<file path="src/rtl/lc3_mem_ctrl_pkg.sv">
// lc3_mem_pkg: shared state encoding, bus width and counter sizing for the LC-3 memory controller.
package lc3_mem_pkg;
    typedef enum logic [1:0] {IDLE, ACCESS, DONE} mem_state_t;
    localparam int MEM_W = 16;
    function automatic int cnt_width(input int wait_cycles);
        return (wait_cycles <= 15) ? 4 : $clog2(wait_cycles + 1);
    endfunction
endpackage

</file>
<file path="src/rtl/lc3_mem_ctrl_if.sv">
// lc3_mem_ctrl_if: datapath-side and SRAM-side signals of the memory controller.
interface lc3_mem_ctrl_if;
    import lc3_mem_pkg::*;
    logic [MEM_W-1:0] bus;
    logic             ld_mar;
    logic             ld_mdr;
    logic             mio_en;
    logic             mem_req;
    logic             mem_wr;
    logic [MEM_W-1:0] mar_q;
    logic [MEM_W-1:0] mdr_q;
    logic             busy;
    logic             mem_done;
    logic [MEM_W-1:0] sram_addr;
    logic [MEM_W-1:0] sram_wdata;
    logic [MEM_W-1:0] sram_rdata;
    logic             sram_ce_n;
    logic             sram_oe_n;
    logic             sram_we_n;
    modport slave (
        input  bus, ld_mar, ld_mdr, mio_en, mem_req, mem_wr, sram_rdata,
        output mar_q, mdr_q, busy, mem_done, sram_addr, sram_wdata, sram_ce_n, sram_oe_n, sram_we_n
    );
    modport master (
        output bus, ld_mar, ld_mdr, mio_en, mem_req, mem_wr, sram_rdata,
        input  mar_q, mdr_q, busy, mem_done, sram_addr, sram_wdata, sram_ce_n, sram_oe_n, sram_we_n
    );
endinterface

</file>
<file path="src/rtl/lc3_mem_ctrl_wait_counter.sv">
// mem_wait_counter: loadable down-counter that holds at zero and flags it.
module mem_wait_counter #(
    parameter int W = 4
) (
    input  logic         clk,
    input  logic         rst_n,
    input  logic         i_load,
    input  logic [W-1:0] i_load_val,
    input  logic         i_dec,
    output logic         o_zero
);
    logic [W-1:0] r_cnt;
    always_ff @(posedge clk or negedge rst_n) begin
        if (!rst_n) r_cnt <= '0;
        else if (i_load) r_cnt <= i_load_val;
        else if (i_dec && r_cnt != '0) r_cnt <= r_cnt - 1'b1;
    end
    assign o_zero = (r_cnt == '0);
endmodule

</file>
<file path="src/rtl/lc3_mem_ctrl.sv">
// lc3_mem_ctrl: owns MAR/MDR and runs single fixed-latency transactions against an async SRAM.
module lc3_mem_ctrl
    import lc3_mem_pkg::*;
#(
    parameter int WAIT_CYCLES = 2
) (
    input logic             Clk,
    input logic             Reset_n,
    lc3_mem_ctrl_if.slave   mif
);
    localparam int CW = cnt_width(WAIT_CYCLES);
    mem_state_t       r_state, w_next;
    logic [MEM_W-1:0] r_mar, r_mdr;
    logic             r_wr, r_ce_n, r_oe_n, r_we_n;
    logic             w_zero, w_start, w_final, w_wr, w_idle;
    assign w_idle  = (r_state == IDLE);
    assign w_start = w_idle && mif.mem_req;
    assign w_final = (r_state == ACCESS) && w_zero;
    assign w_wr    = w_start ? mif.mem_wr : r_wr;
    mem_wait_counter #(.W(CW)) u_wait (
        .clk        (Clk),
        .rst_n      (Reset_n),
        .i_load     (w_start),
        .i_load_val (CW'(WAIT_CYCLES - 1)),
        .i_dec      (r_state == ACCESS),
        .o_zero     (w_zero)
    );
    always_comb begin
        w_next = r_state;
        unique case (r_state)
            IDLE:    w_next = mif.mem_req ? ACCESS : IDLE;
            ACCESS:  w_next = w_zero ? DONE : ACCESS;
            default: w_next = IDLE;
        endcase
    end
    // Strobes decode the next state so they change cleanly on the clock edge.
    always_ff @(posedge Clk or negedge Reset_n) begin
        if (!Reset_n) begin
            r_state <= IDLE;
            r_wr    <= 1'b0;
            r_ce_n  <= 1'b1;
            r_oe_n  <= 1'b1;
            r_we_n  <= 1'b1;
        end else begin
            r_state <= w_next;
            r_wr    <= w_wr;
            r_ce_n  <= (w_next != ACCESS);
            r_oe_n  <= !(w_next == ACCESS && !w_wr);
            r_we_n  <= !(w_next == ACCESS && w_wr);
        end
    end
    always_ff @(posedge Clk or negedge Reset_n) begin
        if (!Reset_n) begin
            r_mar <= '0;
            r_mdr <= '0;
        end else begin
            if (w_idle && mif.ld_mar) r_mar <= mif.bus;
            if (w_final && !r_wr) r_mdr <= mif.sram_rdata;
            else if (w_idle && mif.ld_mdr && !mif.mio_en) r_mdr <= mif.bus;
        end
    end
    assign mif.mar_q      = r_mar;
    assign mif.mdr_q      = r_mdr;
    assign mif.busy       = !w_idle;
    assign mif.mem_done   = (r_state == DONE);
    assign mif.sram_addr  = r_mar;
    assign mif.sram_wdata = r_mdr;
    assign mif.sram_ce_n  = r_ce_n;
    assign mif.sram_oe_n  = r_oe_n;
    assign mif.sram_we_n  = r_we_n;
endmodule

</file>
<file path="src/flat_wrapper.sv">
// flat-port wrapper written by rule: the top's interface ports become plain ports
module lc3_mem_ctrl_flat import lc3_mem_pkg::*;
#(
    parameter int WAIT_CYCLES = 2
)
  (Clk, Reset_n, mif_bus, mif_ld_mar, mif_ld_mdr, mif_mio_en, mif_mem_req, mif_mem_wr, mif_sram_rdata, mif_mar_q, mif_mdr_q, mif_busy, mif_mem_done, mif_sram_addr, mif_sram_wdata, mif_sram_ce_n, mif_sram_oe_n, mif_sram_we_n);
  lc3_mem_ctrl_if mif_i ();
  input logic Clk;
  input logic Reset_n;
  input wire logic [$bits(mif_i.bus)-1:0] mif_bus;
  input wire logic [$bits(mif_i.ld_mar)-1:0] mif_ld_mar;
  input wire logic [$bits(mif_i.ld_mdr)-1:0] mif_ld_mdr;
  input wire logic [$bits(mif_i.mio_en)-1:0] mif_mio_en;
  input wire logic [$bits(mif_i.mem_req)-1:0] mif_mem_req;
  input wire logic [$bits(mif_i.mem_wr)-1:0] mif_mem_wr;
  input wire logic [$bits(mif_i.sram_rdata)-1:0] mif_sram_rdata;
  output wire logic [$bits(mif_i.mar_q)-1:0] mif_mar_q;
  output wire logic [$bits(mif_i.mdr_q)-1:0] mif_mdr_q;
  output wire logic [$bits(mif_i.busy)-1:0] mif_busy;
  output wire logic [$bits(mif_i.mem_done)-1:0] mif_mem_done;
  output wire logic [$bits(mif_i.sram_addr)-1:0] mif_sram_addr;
  output wire logic [$bits(mif_i.sram_wdata)-1:0] mif_sram_wdata;
  output wire logic [$bits(mif_i.sram_ce_n)-1:0] mif_sram_ce_n;
  output wire logic [$bits(mif_i.sram_oe_n)-1:0] mif_sram_oe_n;
  output wire logic [$bits(mif_i.sram_we_n)-1:0] mif_sram_we_n;
  assign mif_i.bus = mif_bus;
  assign mif_i.ld_mar = mif_ld_mar;
  assign mif_i.ld_mdr = mif_ld_mdr;
  assign mif_i.mio_en = mif_mio_en;
  assign mif_i.mem_req = mif_mem_req;
  assign mif_i.mem_wr = mif_mem_wr;
  assign mif_i.sram_rdata = mif_sram_rdata;
  assign mif_mar_q = mif_i.mar_q;
  assign mif_mdr_q = mif_i.mdr_q;
  assign mif_busy = mif_i.busy;
  assign mif_mem_done = mif_i.mem_done;
  assign mif_sram_addr = mif_i.sram_addr;
  assign mif_sram_wdata = mif_i.sram_wdata;
  assign mif_sram_ce_n = mif_i.sram_ce_n;
  assign mif_sram_oe_n = mif_i.sram_oe_n;
  assign mif_sram_we_n = mif_i.sram_we_n;
  lc3_mem_ctrl #(.WAIT_CYCLES(WAIT_CYCLES)) u_core (.Clk(Clk), .Reset_n(Reset_n), .mif(mif_i));
endmodule
</file>
<file path="config.mk">
export PLATFORM = sky130hd
export DESIGN_NAME = lc3_mem_ctrl_flat
export DESIGN_NICKNAME = d
export VERILOG_FILES = /design/src/rtl/lc3_mem_ctrl_pkg.sv /design/src/rtl/lc3_mem_ctrl_if.sv /design/src/rtl/lc3_mem_ctrl_wait_counter.sv /design/src/rtl/lc3_mem_ctrl.sv /design/src/flat_wrapper.sv
export SDC_FILE = /design/constraint.sdc
export NUM_CORES = 1
export LEC_CHECK = 0
export ABC_AREA = 1
export BUFFER_PORTS_ARGS = -buffer_cell sky130_fd_sc_hd__clkbuf_2
export CORE_MARGIN = 1.5
export CORE_UTILIZATION = 25
export DETAILED_ROUTE_END_ITERATION = 8
export GPL_TIMING_DRIVEN = 0
export SETUP_SLACK_MARGIN = 0.2
export SYNTH_ARGS = -nofsm -noshare
export SYNTH_HDL_FRONTEND = slang
export SYNTH_HIERARCHICAL = 1
export SYNTH_SLANG_ARGS = --single-unit
</file>
<file path="constraint.sdc">
create_clock -name Clk -period 1.7 [get_ports Clk]
set_input_delay 0.34 -clock Clk [delete_from_list [all_inputs] [get_ports Clk]]
set_output_delay 0.34 -clock Clk [all_outputs]
set_load 0.01 [all_outputs]
</file>
==> impl_metrics.yaml <==
outcome:
  status: "finished clean"
setup_path:
  critical_path.max_stage_delay_ns: 0.45
  cpMaxStageDelayCell: "dfrtp_2"
  critPathArrivalTime_ns: 1.16
  criticalPathCategory: "flip-flop to output pin"
  ff2ff_setup_slack_ns: 0.24
  path_max_fanout: 5
  end_kind: "output pin"
  worstPathRequired_ns: 1.36
  start_kind: "flip-flop"
  critical_path.cell_chain: "nor2_4 -> buf_8 -> inv_2 -> buf_6"
flow_run:
  maxCapViolations: 0
pwr:
  p_leak_nw: 2.03
  report.power.total_mw: 6.90
  switching_power_mw: 3.03
  intPower_mw: 3.87
  powerDensity_mw_per_mm2: 1950
  pwr-share-seq_pct: 28.2
  clkPwrFrac_pct: 9.9
  pwr-share-comb_pct: 61.9
  p_sw_share_pct: 43.9
  ir_drop_v: 0.000605
yosys:
  yosys_register_bits: 42
  synth.distinct_cells: 22
  yosysWarningCount: 6
  synth_cells: 317
  synthesis.area_per_instance_um2: 7.55
  ys_seq_area_share_pct: 44.1
  syn_area_mm2: 0.00239
global_routing:
  grt_pass1_vias: 2101
  grt_pass1_wl_um: 10000
  grt_overflow: 0
  grt_antenna_before_repair: 0
  grt_max_degree: 43
  grt_usage_pct: 12.7
routing:
  drt-total-wl_um: 6950
  via_count: 2358
  drtAntennaViolNets: 0
  viasPerCell: 4.09
  drcViolationCount: 0
  drt_iter0_drc: 134
  post_drt_wl_per_cell_um: 12.0
  drt-pass1-iter-count: 4
placement:
  place_area_mm2: 0.00309
  place_hpwl_um: 5060
  portBuffers: 106
  globalplace.congestion: 0.781
cells_and_area:
  diodes: 0
  drive_gt1_share_pct: 50.9
  final_area_mm2: 0.00354
  final_nets: 487
  area_delta_synth_final_pct: 47.9
  final_util_pct: 38.3
floorplan:
  row_count: 35
  core_mm2: 0.00924
  die_w_um: 101
  initial_core_util_pct: 25.9
  die_h_um: 101
  num_io_pins: 108
  dieArea_mm2: 0.0102
clock_tree:
  ctsHoldBuffers: 0
  htree_num_levels: 2
  numClockSinks: 42
  cts.clk_slew.worst_paths_ns: 0.09
  cts_buffers: 5
  cts-root-buf: "clkbuf_8"
  cts_tree: "done"
  insertion_delay_ns: 0.29
  clk_path_buf_depth: 2
sta:
  max_freq_mhz: 668
  fin_crit_sh_pct: 88.1
  grt_setup_unrepaired: "yes"
  setup_viol: 0
  slew_viol_final: 0
  hold_violations: 0
  setup_tns_ns: 0
  worstMarginPinSlew_ns: 1.10
  layout_min_cycle_time_ns: 1.50
  relSlewSlack_pct: 26.6
  skew_ns: 0.00359
worst_hold_path:
  hold_path_class: "input port to async pin"
## cells by family (layout without fill, tap and decap cells)
logic type,Yosys count,after routing,synth area share [%]
simple gates,191,191,36.4
buf+inv,78,207,18.0
flops,42,42,44.1
compound gates,3,3,0.627
other cells,2,4,0.314
fa+ha+maj,1,1,0.523
## area by class of cell
type	count	area [µm²]
Buffer	47	362
Clock buffer	6	82.6
Clock inverter	2	12.5
Fill cell	976	5700
Inverter	31	123
Multi-Input combinational cell	199	1060
Sequential cell	42	1060
Tap cell	129	161
Timing Repair Buffer	121	679
## cells in the mapped netlist
library cell	instances	area share [%]
buf_2	9	1.9
buf_4	34	11
clkbuf_1	4	0.63
clkinv_1	2	0.31
conb_1	2	0.31
dfrtp_1	39	41
dfstp_2	3	3.3
ha_1	1	0.52
inv_1	27	4.2
inv_2	2	0.31
nand2_1	109	17
nand2_2	2	0.52
nand2_4	1	0.47
nand3_1	52	11
nand3b_1	2	0.63
nand4_1	16	4.2
nand4_2	1	0.52
nor2_1	4	0.63
nor2_2	2	0.52
nor2_4	2	0.94
o21ai_0	2	0.42
o21ai_1	1	0.21
## state kept, by name, summed over array words and instances, names as in the netlist
signal / count
u_core/mif.mar_q: 16
u_core/mif.mdr_q: 16
u_core/u_wait/r_cnt: 4
u_core/r_state: 2
u_core/mif.sram_ce_n: 1
u_core/mif.sram_oe_n: 1
u_core/mif.sram_we_n: 1
u_core/r_wr: 1
## per-stage QoR
stage	std cells	setup WS, ns	hold WS, ns
after floorplan	319	0.210	0.0444
after global placement	554	0.0220	0.480
after detailed placement	554	-0.0320	0.486
after CTS	569	0.136	0.267
after global routing	577	0.129	0.277
final	577	0.203	0.244
## path summary, 6_finish.rpt
check / startpoint / endpoint / cells after the start
max in group asynchronous: Reset_n / u_core/r_state[0] / 1
max reg2reg: u_core/u_wait/r_cnt[0] / u_core/mif.mdr_q[10] / 9
min in group Clk: mif_mem_wr / u_core/mif.sram_oe_n / 3
min: Reset_n / u_core/mif.mar_q[13] / 1
min reg2reg: u_core/mif.mar_q[14] / u_core/mif.mar_q[14] / 2
max: u_core/r_state[1] / mif_busy / 4
## metal layers
layer | up-vias | part of all wire [%] | global-route usage, %
li1 | 1224 | - | -
met1 | 1057 | 45 | 15.9
met2 | 75 | 49 | 22.0
met3 | 2 | 5.4 | 3.26
met4 | 0 | 0.24 | 2.71
met5 | - | 0 | 0
## power by group through the flow
stage                     Combinational, mW  Clock (mW)  Sequential (mW)
final                                  4.27       0.682             1.95
after floorplan                        2.19           0             2.07
after detailed placement               3.59           0             1.96
after CTS                              3.90       0.710             1.94
after global routing                   4.70       0.749             2.02
after global placement                 3.51           0             1.94
## timing repair
action | CTS | global route
gates resized for setup | 24 | 49
endpoints found under the hold margin | 0 | 0
setup buffers | 5 | 7
pin swaps | 3 | 28
cloned | 2 | 1
endpoints found under the setup margin | 22 | 24
## critical path, delay by kind of cell (launching register included)
kind / cells / cell delay (ns)
simple gates: 1 / 0.16
flops: 1 / 0.45
buf+inv: 3 / 0.26
## cells in the final DEF (no fill, tap or decap), types with 3 or more instances in the layout
cell type and n:
dfstp_2 3, inv_1 21, nand2_2 20, buf_4 45, buf_6 9, nand2_4 5, dfrtp_1 37, inv_2 6
clkbuf_8 7, nor2_2 3, nand4_1 16, buf_2 5, nand3_2 8, nor2_4 3, clkbuf_2 104, nand3_1 44
conb_1 4, nand2_1 87
(Power assumes the default switching activity.)
